$ cat src/rtl/servo_mon_pkg.sv
// rtl/servo_mon_pkg.sv - shared types and default timing for the servo PWM monitor
//
// Holds the FSM state enum, the fault code enum, the measurement counter
// width and the default 25 MHz timing constants used by servo_pwm_monitor.
package servo_mon_pkg;

  localparam int CNT_W = 21;
  localparam int OUT_W = 20;

  localparam int DEF_PULSE_MIN  = 25000;
  localparam int DEF_PULSE_MAX  = 50000;
  localparam int DEF_CLOSED_MAX = 31250;
  localparam int DEF_OPEN_MIN   = 43750;
  localparam int DEF_PERIOD_MIN = 475000;
  localparam int DEF_PERIOD_MAX = 525000;
  localparam int DEF_TIMEOUT    = 1000000;
  localparam int DEF_GLITCH_CYC = 8;

  typedef enum logic [1:0] {
    ST_IDLE = 2'd0,
    ST_HIGH = 2'd1,
    ST_LOW  = 2'd2
  } state_t;

  typedef enum logic [1:0] {
    FLT_NONE    = 2'd0,
    FLT_WIDTH   = 2'd1,
    FLT_PERIOD  = 2'd2,
    FLT_TIMEOUT = 2'd3
  } fault_code_t;

  // Counter increment that sticks at all-ones instead of wrapping.
  function automatic logic [CNT_W-1:0] cnt_inc(input logic [CNT_W-1:0] c);
    return (&c) ? c : c + CNT_W'(1);
  endfunction

endpackage

$ cat src/rtl/pwm_in_cond.sv
// rtl/pwm_in_cond.sv - PWM input conditioning: synchronizer, optional glitch filter, edge strobes
//
// Ports:
//   clk, rst_n  system clock, asynchronous active-low reset
//   pwm_in      raw servo line, asynchronous to clk
//   rise, fall  one-cycle registered strobes on conditioned edges
// Macro SERVO_MON_FILTER_EN adds a GLITCH_CYC-sample stability filter
// after the synchronizer.
module pwm_in_cond
  import servo_mon_pkg::*;
`ifdef SERVO_MON_FILTER_EN
#(
  parameter int GLITCH_CYC = DEF_GLITCH_CYC
)
`endif
(
  input  logic clk,
  input  logic rst_n,
  input  logic pwm_in,
  output logic rise,
  output logic fall
);

  logic sync1, sync2;
  logic vld1, vld2;
  logic armed;
  logic level, level_d;

  // armed stays low until a genuine low level has been sampled, so a line
  // that is already high when reset releases is not mistaken for a rise.
  always_ff @(posedge clk or negedge rst_n) begin
    if (!rst_n) begin
      sync1 <= 1'b0;
      sync2 <= 1'b0;
      vld1  <= 1'b0;
      vld2  <= 1'b0;
      armed <= 1'b0;
    end else begin
      sync1 <= pwm_in;
      sync2 <= sync1;
      vld1  <= 1'b1;
      vld2  <= vld1;
      if (vld2 && !sync2) begin
        armed <= 1'b1;
      end
    end
  end

`ifdef SERVO_MON_FILTER_EN
  localparam int STAB_W = $clog2(GLITCH_CYC + 1);

  logic [STAB_W-1:0] stab_cnt;
  logic              filt;

  // Accept a new level only after GLITCH_CYC consecutive differing samples;
  // both edges are delayed equally so widths and periods stay exact.
  always_ff @(posedge clk or negedge rst_n) begin
    if (!rst_n) begin
      stab_cnt <= '0;
      filt     <= 1'b0;
    end else if (sync2 == filt) begin
      stab_cnt <= '0;
    end else if (stab_cnt == STAB_W'(GLITCH_CYC - 1)) begin
      filt     <= sync2;
      stab_cnt <= '0;
    end else begin
      stab_cnt <= stab_cnt + STAB_W'(1);
    end
  end

  assign level = filt;
`else
  assign level = sync2;
`endif

  always_ff @(posedge clk or negedge rst_n) begin
    if (!rst_n) begin
      level_d <= 1'b0;
      rise    <= 1'b0;
      fall    <= 1'b0;
    end else begin
      level_d <= level;
      rise    <= armed && level && !level_d;
      fall    <= armed && !level && level_d;
    end
  end

endmodule

$ cat src/rtl/servo_pwm_monitor.sv
// rtl/servo_pwm_monitor.sv - servo PWM width/period monitor with position decode and fault flags
//
// Ports:
//   clk, rst_n       system clock, asynchronous active-low reset
//   pwm_in           servo PWM line, asynchronous to clk
//   meas_valid       one-cycle strobe when width/period are published
//   pulse_width      last measured high width (cycles)
//   period           last measured rise-to-rise period (cycles)
//   pos_closed       barrier decoded closed
//   pos_open         barrier decoded open
//   fault            current measurement or line state illegal
//   fault_code       0 none, 1 width, 2 period, 3 timeout
// Macro SERVO_MON_FILTER_EN enables the input glitch filter (GLITCH_CYC).
module servo_pwm_monitor
  import servo_mon_pkg::*;
#(
  parameter int PULSE_MIN  = DEF_PULSE_MIN,
  parameter int PULSE_MAX  = DEF_PULSE_MAX,
  parameter int CLOSED_MAX = DEF_CLOSED_MAX,
  parameter int OPEN_MIN   = DEF_OPEN_MIN,
  parameter int PERIOD_MIN = DEF_PERIOD_MIN,
  parameter int PERIOD_MAX = DEF_PERIOD_MAX,
  parameter int TIMEOUT    = DEF_TIMEOUT
`ifdef SERVO_MON_FILTER_EN
  , parameter int GLITCH_CYC = DEF_GLITCH_CYC
`endif
)
(
  input  logic             clk,
  input  logic             rst_n,
  input  logic             pwm_in,
  output logic             meas_valid,
  output logic [OUT_W-1:0] pulse_width,
  output logic [OUT_W-1:0] period,
  output logic             pos_closed,
  output logic             pos_open,
  output logic             fault,
  output logic [1:0]       fault_code
);

  logic rise, fall;

`ifdef SERVO_MON_FILTER_EN
  pwm_in_cond #(
    .GLITCH_CYC (GLITCH_CYC)
  ) u_cond (
    .clk    (clk),
    .rst_n  (rst_n),
    .pwm_in (pwm_in),
    .rise   (rise),
    .fall   (fall)
  );
`else
  pwm_in_cond u_cond (
    .clk    (clk),
    .rst_n  (rst_n),
    .pwm_in (pwm_in),
    .rise   (rise),
    .fall   (fall)
  );
`endif

  state_t           state, state_nxt;
  logic [CNT_W-1:0] cnt;
  logic [CNT_W-1:0] w_lat;
  logic             timed_out;
  logic             publish;
  logic             tmo;
  fault_code_t      chk_code;

  assign timed_out = (cnt >= CNT_W'(TIMEOUT));

  always_ff @(posedge clk or negedge rst_n) begin
    if (!rst_n) begin
      state <= ST_IDLE;
    end else begin
      state <= state_nxt;
    end
  end

  // An edge in the same cycle as the timeout wins over the timeout.
  always_comb begin
    state_nxt = state;
    unique case (state)
      ST_IDLE: if (rise) state_nxt = ST_HIGH;
      ST_HIGH: begin
        if (fall)           state_nxt = ST_LOW;
        else if (timed_out) state_nxt = ST_IDLE;
      end
      ST_LOW: begin
        if (rise)           state_nxt = ST_HIGH;
        else if (timed_out) state_nxt = ST_IDLE;
      end
      default: state_nxt = ST_IDLE;
    endcase
  end

  // Publish/timeout decisions and the frame check; width errors take
  // priority over period errors. cnt holds the period at the closing rise.
  always_comb begin
    publish  = 1'b0;
    tmo      = 1'b0;
    chk_code = FLT_NONE;
    case (state)
      ST_HIGH: tmo = !fall && timed_out;
      ST_LOW: begin
        publish = rise;
        tmo     = !rise && timed_out;
      end
      default: ;
    endcase
    if (!(w_lat >= CNT_W'(PULSE_MIN)) || (w_lat >= CNT_W'(PULSE_MAX + 1))) begin
      chk_code = FLT_WIDTH;
    end else if (!(cnt >= CNT_W'(PERIOD_MIN)) || (cnt >= CNT_W'(PERIOD_MAX + 1))) begin
      chk_code = FLT_PERIOD;
    end
  end

  always_ff @(posedge clk or negedge rst_n) begin
    if (!rst_n) begin
      cnt         <= '0;
      w_lat       <= '0;
      meas_valid  <= 1'b0;
      pulse_width <= '0;
      period      <= '0;
      pos_closed  <= 1'b0;
      pos_open    <= 1'b0;
      fault       <= 1'b0;
      fault_code  <= FLT_NONE;
    end else begin
      meas_valid <= publish;

      case (state)
        ST_IDLE: if (rise) cnt <= CNT_W'(1);
        ST_HIGH: begin
          cnt <= cnt_inc(cnt);
          if (fall) w_lat <= cnt;
        end
        ST_LOW:  cnt <= rise ? CNT_W'(1) : cnt_inc(cnt);
        default: cnt <= '0;
      endcase

      if (publish) begin
        pulse_width <= w_lat[OUT_W-1:0];
        period      <= cnt[OUT_W-1:0];
        fault       <= (chk_code != FLT_NONE);
        fault_code  <= chk_code;
        pos_closed  <= (chk_code == FLT_NONE) && !(w_lat >= CNT_W'(CLOSED_MAX + 1));
        pos_open    <= (chk_code == FLT_NONE) && (w_lat >= CNT_W'(OPEN_MIN));
      end else if (tmo) begin
        fault      <= 1'b1;
        fault_code <= FLT_TIMEOUT;
        pos_closed <= 1'b0;
        pos_open   <= 1'b0;
      end
    end
  end

endmodule

$ cat config.mk
export PLATFORM = sky130hd
export DESIGN_NAME = servo_pwm_monitor
export DESIGN_NICKNAME = d
export VERILOG_FILES = /design/src/rtl/servo_mon_pkg.sv /design/src/rtl/pwm_in_cond.sv /design/src/rtl/servo_pwm_monitor.sv
export SDC_FILE = /design/constraint.sdc
export NUM_CORES = 1
export LEC_CHECK = 0
export CELL_PAD_IN_SITES_DETAIL_PLACEMENT = 1
export CELL_PAD_IN_SITES_GLOBAL_PLACEMENT = 1
export CORE_MARGIN = 5
export CORE_UTILIZATION = 39
export CTS_CLUSTER_DIAMETER = 120
export CTS_CLUSTER_SIZE = 40
export DETAILED_ROUTE_END_ITERATION = 10
export GPL_TIMING_DRIVEN = 0
export PLACE_DENSITY_LB_ADDON = 0.1
export SYNTH_ARGS = -nofsm -noshare
export SYNTH_HDL_FRONTEND = slang
export SYNTH_SLANG_ARGS = --single-unit
$ cat constraint.sdc
create_clock -name clk -period 1.9 [get_ports clk]
set_clock_uncertainty 0.1 [all_clocks]
set_input_delay 0.57 -clock clk [delete_from_list [all_inputs] [get_ports clk]]
set_output_delay 0.57 -clock clk [all_outputs]
set_load 0.01 [all_outputs]
## Word level (Yosys, flattened, before mapping)

Cells that the tools add are included.
W data, S select, Z words.

- Shifts and indexed selects: 0
- Add/subtract/negate cells: 1
- Bitwise gates (word level): 0
- Eq/ne operators: 3
- $lt $le $gt $ge: 7
- $mul: 0
- Reductions and logical operators: 24
- Divide/modulo/power cells: 0
- Multiplexer cells: 20

Operators by type and width:

| kind | count |
|---|---|
| $mux W21 | 3 |
| $pmux W21 S3 | 1 |
| $ge A21 B15 Y1 const B | 2 |
| $ge A21 B16 Y1 const B | 2 |
| $ge A21 B20 Y1 const B | 2 |
| $add A21 B1 Y21 const B | 1 |
| $ge A21 B19 Y1 const B | 1 |
| $reduce_and A21 Y1 | 1 |
| $mux W2 | 8 |
| $logic_and A1 B1 Y1 | 9 |
| $logic_not A1 Y1 | 7 |
| $mux W1 | 6 |
| $pmux W2 S3 | 1 |
| $logic_not A2 Y1 | 2 |
| $reduce_bool A2 Y1 | 2 |
| $eq A2 B1 Y1 const B | 1 |
| $eq A2 B2 Y1 const B | 1 |
| $logic_or A1 B1 Y1 | 2 |
| $ne A2 B1 Y1 const B | 1 |
| $pmux W1 S2 | 1 |
| $reduce_and A2 Y1 | 1 |

- Bits in registers: 98
- Output and inout port bits: 46
- Bits in writable memories: 0
- Input port bits: 3
- Memories: 0
- Bits in read-only memories: 0
- Bits in latches: 0
- Word-level logic and storage cells: 73

## Logic depth before layout (Yosys ltp)

- Word-level depth: 8
- Depth in mapped cells: 8
- Depth with buffers taken out: 7

## Modules after synthesis

From an unflattened synthesis, not the netlist that was laid out.

- Cells, all modules: 390
- Area, all modules: 4466.8 um^2

By module, submodules not included:

| module | cells an instance | area each (um^2) | sequential area each (um^2) | times used |
|---|---|---|---|---|
| servo_pwm_monitor | 376 | 4237.8 | 2252.2 | 1 |
| pwm_in_cond | 14 | 229.0 | 200.2 | 1 |

## Worst setup path before layout

No wires, ideal clock.

- Path type: flip-flop to flip-flop
- Start point: reg state[0]
- End point: reg cnt[19]
- Cell stages (with the launch flop): 8
- Data arrival time: 1807 ps
- Setup time: 78 ps
- Setup slack: -84 ps
- Path buffers: 0
- Required time: 1722 ps
- Clock period less this slack: 1984 ps
- Cell sequence: dfrtp_1 inv_1 ha_1 nor2b_1 nor3b_4 o211ai_4 or4_1 a21oi_1

- Cells in the longest elaborated chain, start to end: 2
- Elaborated cells between the ends (all ways): 5
- Classes of those cells: 3 x eq/ne; 1 x mux; 1 x reduce/logical

RTL lines:

| what | RTL line | source |
|---|---|---|
| from (decl) | servo_pwm_monitor.sv:63 | `state_t state, state_nxt;` |
| from (signal assigned) | servo_pwm_monitor.sv:77 | `state <= state_nxt;` |
| $eq A2 B2 Y1, or another cell as far along | servo_pwm_monitor.sv:133 | `case (state)` |
| $pmux W21 S3 / $ne A2 B1 Y1 (equally long branches) | n/a |  |
| to (signal assigned) | servo_pwm_monitor.sv:136 | `cnt <= cnt_inc(cnt);` |
| to (signal assigned) | servo_pwm_monitor.sv:139 | `ST_LOW: cnt <= rise ? CNT_W'(1) : cnt_inc(cnt);` |
| to (decl) | servo_pwm_monitor.sv:64 | `logic [CNT_W-1:0] cnt;` |

Several ways; a longest one is shown, not always the timed one.
A chain may end at the register's enable or synchronous reset.

## Worst setup path in the final report

- Start point: reg state[1]
- End point: reg cnt[15]

The elaborated chain is that of the path after synthesis.

==> results.cfg <==
[clocking]
clk_pin_slew_ps = 70
clkLatencyLatePin_ps = 360
cts_tree = yes
cts_hold_buf = 0
clockBufferDepth = 2
h-tree-depth = 3
cts_buffers = 9
cts_root_buf = clkbuf_16
cts.sinks = 98

[synthesis]
synth-seq-area-share_pct = 54.2
syn-instance-count = 462
synth_nets = 472
synth-edff-count = 0
avgSynthCellArea_um2 = 9.79
async_flop_share_pct = 100
synth_area_um2 = 4520
ys_types = 60
synth_ff_type = dfrtp_1
ys_ff_latch = 98
yosysWarnings = 0

[worst_setup_path]
worst-path-stages = 8
cp_slowest_cell = dfrtp_2
critical_path_required_ps = 2090
cp.arrival_ps = 2160
reg2regPathDepth = 8
critPathCaptureType = flip-flop
worst_setup_path_start_kind = flip-flop
worstPathMaxFanout = 4
critPathMaxStageDelay_ps = 400
path_delay_family = simple AND/OR/NAND/NOR gates
critical_path_class = flip-flop to flip-flop
cp.buffers_inverters = 2
crit_chain = inv_2 -> ha_4 -> nor2b_4 -> nor3b_4 -> o211ai_4 -> buf_6 -> or3_4 -> a21oi_2

[timing]
slew_violations = 0
fmax_mhz = 508
min_period_ps = 1970
slew_headroom_pct = 62.8
finalHoldViolCount = 0
fin_ws_ps = -68.9
rsz0062_at_grt = true
setup_viol = 6
worst_pin_slew_ps = 559
finalCritPeriodShare_pct = 104

[grt]
grt_usage_pct = 18.7
grt_pass1_vias = 3987
grt_max_degree = 59
globalRouteOverflowTotal = 0
antenna_found_initial = 0
grt_pass1_wl_mm = 21.0

[cells_and_area]
diodes = 0
final_area_um2 = 5940
syn_to_final_growth_pct = 31.4
fin_cells = 699
fin_nets = 561
layout-drive-gt1-share_pct = 25.4

[power_and_ir_drop]
power_density_nw_per_um2 = 930
total_leakage_power_nw = 3.05
vdd_drop_max_mv = 0.502

[detailed_routing]
vias = 3733
routedWlPerCell_um = 18.3
dr.pass1.iters = 4
ant_nets = 0
finalWirelength_mm = 12.8
vias_per_cell = 5.34
drt_first_iter_violations = 151
drcViolationCount = 0

[placed_design]
place_ws_ps = -424
place_area_um2 = 5220
dp_hpwl_mm = 8.56
placedCellCount = 654
place_congestion = 0.835
numPortBuffers = 48

[outcome]
status = finished with violations
violations = setup timing

[floorplanning]
die_h_um = 118
die_x_um = 118
num_rows = 39
io_pins = 49
start_util_pct = 39.8
coreArea_um2 = 11400
dieArea_um2 = 13900

[worst_hold_path]
hp-class = primary input to asynchronous set/reset pin

[flow_run]
drv_cap = 0
sequential cells by signal, indices dropped and copies added (netlist names):
| name | count |
|---|---|
| w_lat | 21 |
| u_cond.rise | 1 |
| u_cond.fall | 1 |
| fault_code | 2 |
| u_cond.sync1 | 1 |
| u_cond.vld2 | 1 |
| fault | 1 |
| pulse_width | 20 |
| u_cond.armed | 1 |
| u_cond.level | 1 |
| period | 20 |
| meas_valid | 1 |
| pos_open | 1 |
| state | 2 |
| u_cond.level_d | 1 |
| pos_closed | 1 |
| cnt | 21 |
| u_cond.vld1 | 1 |
repair_timing:
item | CTS | global route
endpoints found under the setup margin | 126 | 67
pin swaps | 13 | 20
gates resized for setup | 95 | 37
buffers inserted | 15 | 18
cells in the mapped netlist (4+ instances only):
library cell	number	area, µm²
nor2b_1	4	25.0
buf_2	8	40.0
mux2_2	18	203
o31ai_1	4	30.0
inv_1	8	30.0
nand2b_1	5	31.3
a31oi_1	4	25.0
a21oi_1	14	70.1
dfrtp_1	98	2450
ha_1	7	87.6
clkbuf_1	12	45.0
nor3_1	8	40.0
nand2_1	133	499
or3_1	8	50.1
xor2_1	9	78.8
nand4_1	7	43.8
nor2_1	19	71.3
o2111ai_1	4	35.0
o21ai_0	19	95.1
nand3_1	8	40.0
and3_1	5	31.3
and4_1	4	35.0
o211ai_1	4	30.0
path summary, 6_finish.rpt:
kind                         startpoint  slack, ps             end
min                               rst_n        100  pulse_width[1]
max reg2reg                    state[1]        -70         cnt[15]
max                            state[1]        -70         cnt[15]
min reg2reg                u_cond.sync1        250    u_cond.level
max in group asynchronous         rst_n        880          cnt[2]
min in group clk           u_cond.sync1        250    u_cond.level
worst register-to-register path, delay by kind of cell (launching register included):
kind / cells / cell delay (ps)
and+or+nand+nor: 3 / 780
AOI/OAI and AO/OA: 2 / 270
buffers and inverters: 2 / 200
adders and majority gates: 1 / 160
DFF: 1 / 400
stage by stage:
step	hold slack, ps	util [%]	total power, mW	setup TNS (ps)
after floorplan	174	-	2.93	-56.2
after global placement	232	45.7	3.29	-359930
after detailed placement	243	45.9	3.33	-19100
after CTS	113	50.1	5.33	-167
after global routing	146	52.3	5.80	-861
final	103	52.3	5.52	-224
cell type report:
class                           instances  area (µm²)
Buffer                                 23         160
Clock buffer                            9         225
Clock inverter                          7        70.1
Fill cell                            1254        5430
Inverter                                8        30.0
Multi-Input combinational cell        330        2110
Sequential cell                        98        2460
Tap cell                              143         179
Timing Repair Buffer                   81         699
where the power goes:
| part | leakage (nW) | switching [mW] | total [mW] | internal, mW |
|---|---|---|---|---|
| clock | 0.133 | 0.818 | 1.83 | 1.02 |
| combinational | 1.59 | 0.683 | 1.30 | 0.614 |
| sequential | 1.33 | 0.166 | 2.39 | 2.23 |
| total | 3.05 | 1.67 | 5.52 | 3.86 |
per-layer routing:
layer | GRT usage (%) | share of wire (%) | wire [µm] | up-vias
li1 | - | - | - | 1768
met5 | 0 | 0 | 0 | -
met3 | 3.84 | 3.9 | 504 | 13
met2 | 30.1 | 49 | 6250 | 70
met4 | 6.67 | 1.6 | 204 | 0
met1 | 25.0 | 46 | 5820 | 1882
cell families (layout without fill, tap and decap cells):
group / after synthesis / after routing / synth area share, %
compound gates: 75 / 75 / 11.4
xor+xnor: 10 / 10 / 1.94
fa+ha+maj: 7 / 7 / 1.94
buf+inv: 34 / 128 / 3.37
flops: 98 / 98 / 54.2
mux: 19 / 19 / 4.70
other cells: 1 / 1 / 0.0829
simple gates: 218 / 218 / 22.4
cells in the final DEF, fill, tap and decap left out, types with 3 or more instances in the layout:
cell type	Yosys	final
a21oi_1	14	9
a21oi_2	0	5
a31oi_1	4	3
and3_1	5	4
buf_2	8	3
buf_4	2	35
buf_6	1	5
clkbuf_16	0	9
clkbuf_2	0	5
clkbuf_4	0	8
clkinvlp_4	0	4
dfrtp_1	98	89
dfrtp_2	0	9
dlygate4sd2_1	0	46
ha_1	7	4
ha_4	0	3
inv_1	8	5
inv_2	0	3
mux2_2	18	18
nand2_1	133	132
nand2b_1	5	4
nand3_1	8	7
nand4_1	7	7
nor2_1	19	19
nor3_1	8	7
o2111ai_1	4	3
o211ai_1	4	4
o21ai_0	19	18
o22ai_1	3	3
o31ai_2	0	3
or3_1	8	5
or3_4	0	3
xor2_1	9	9
(Power assumes the default switching activity.)
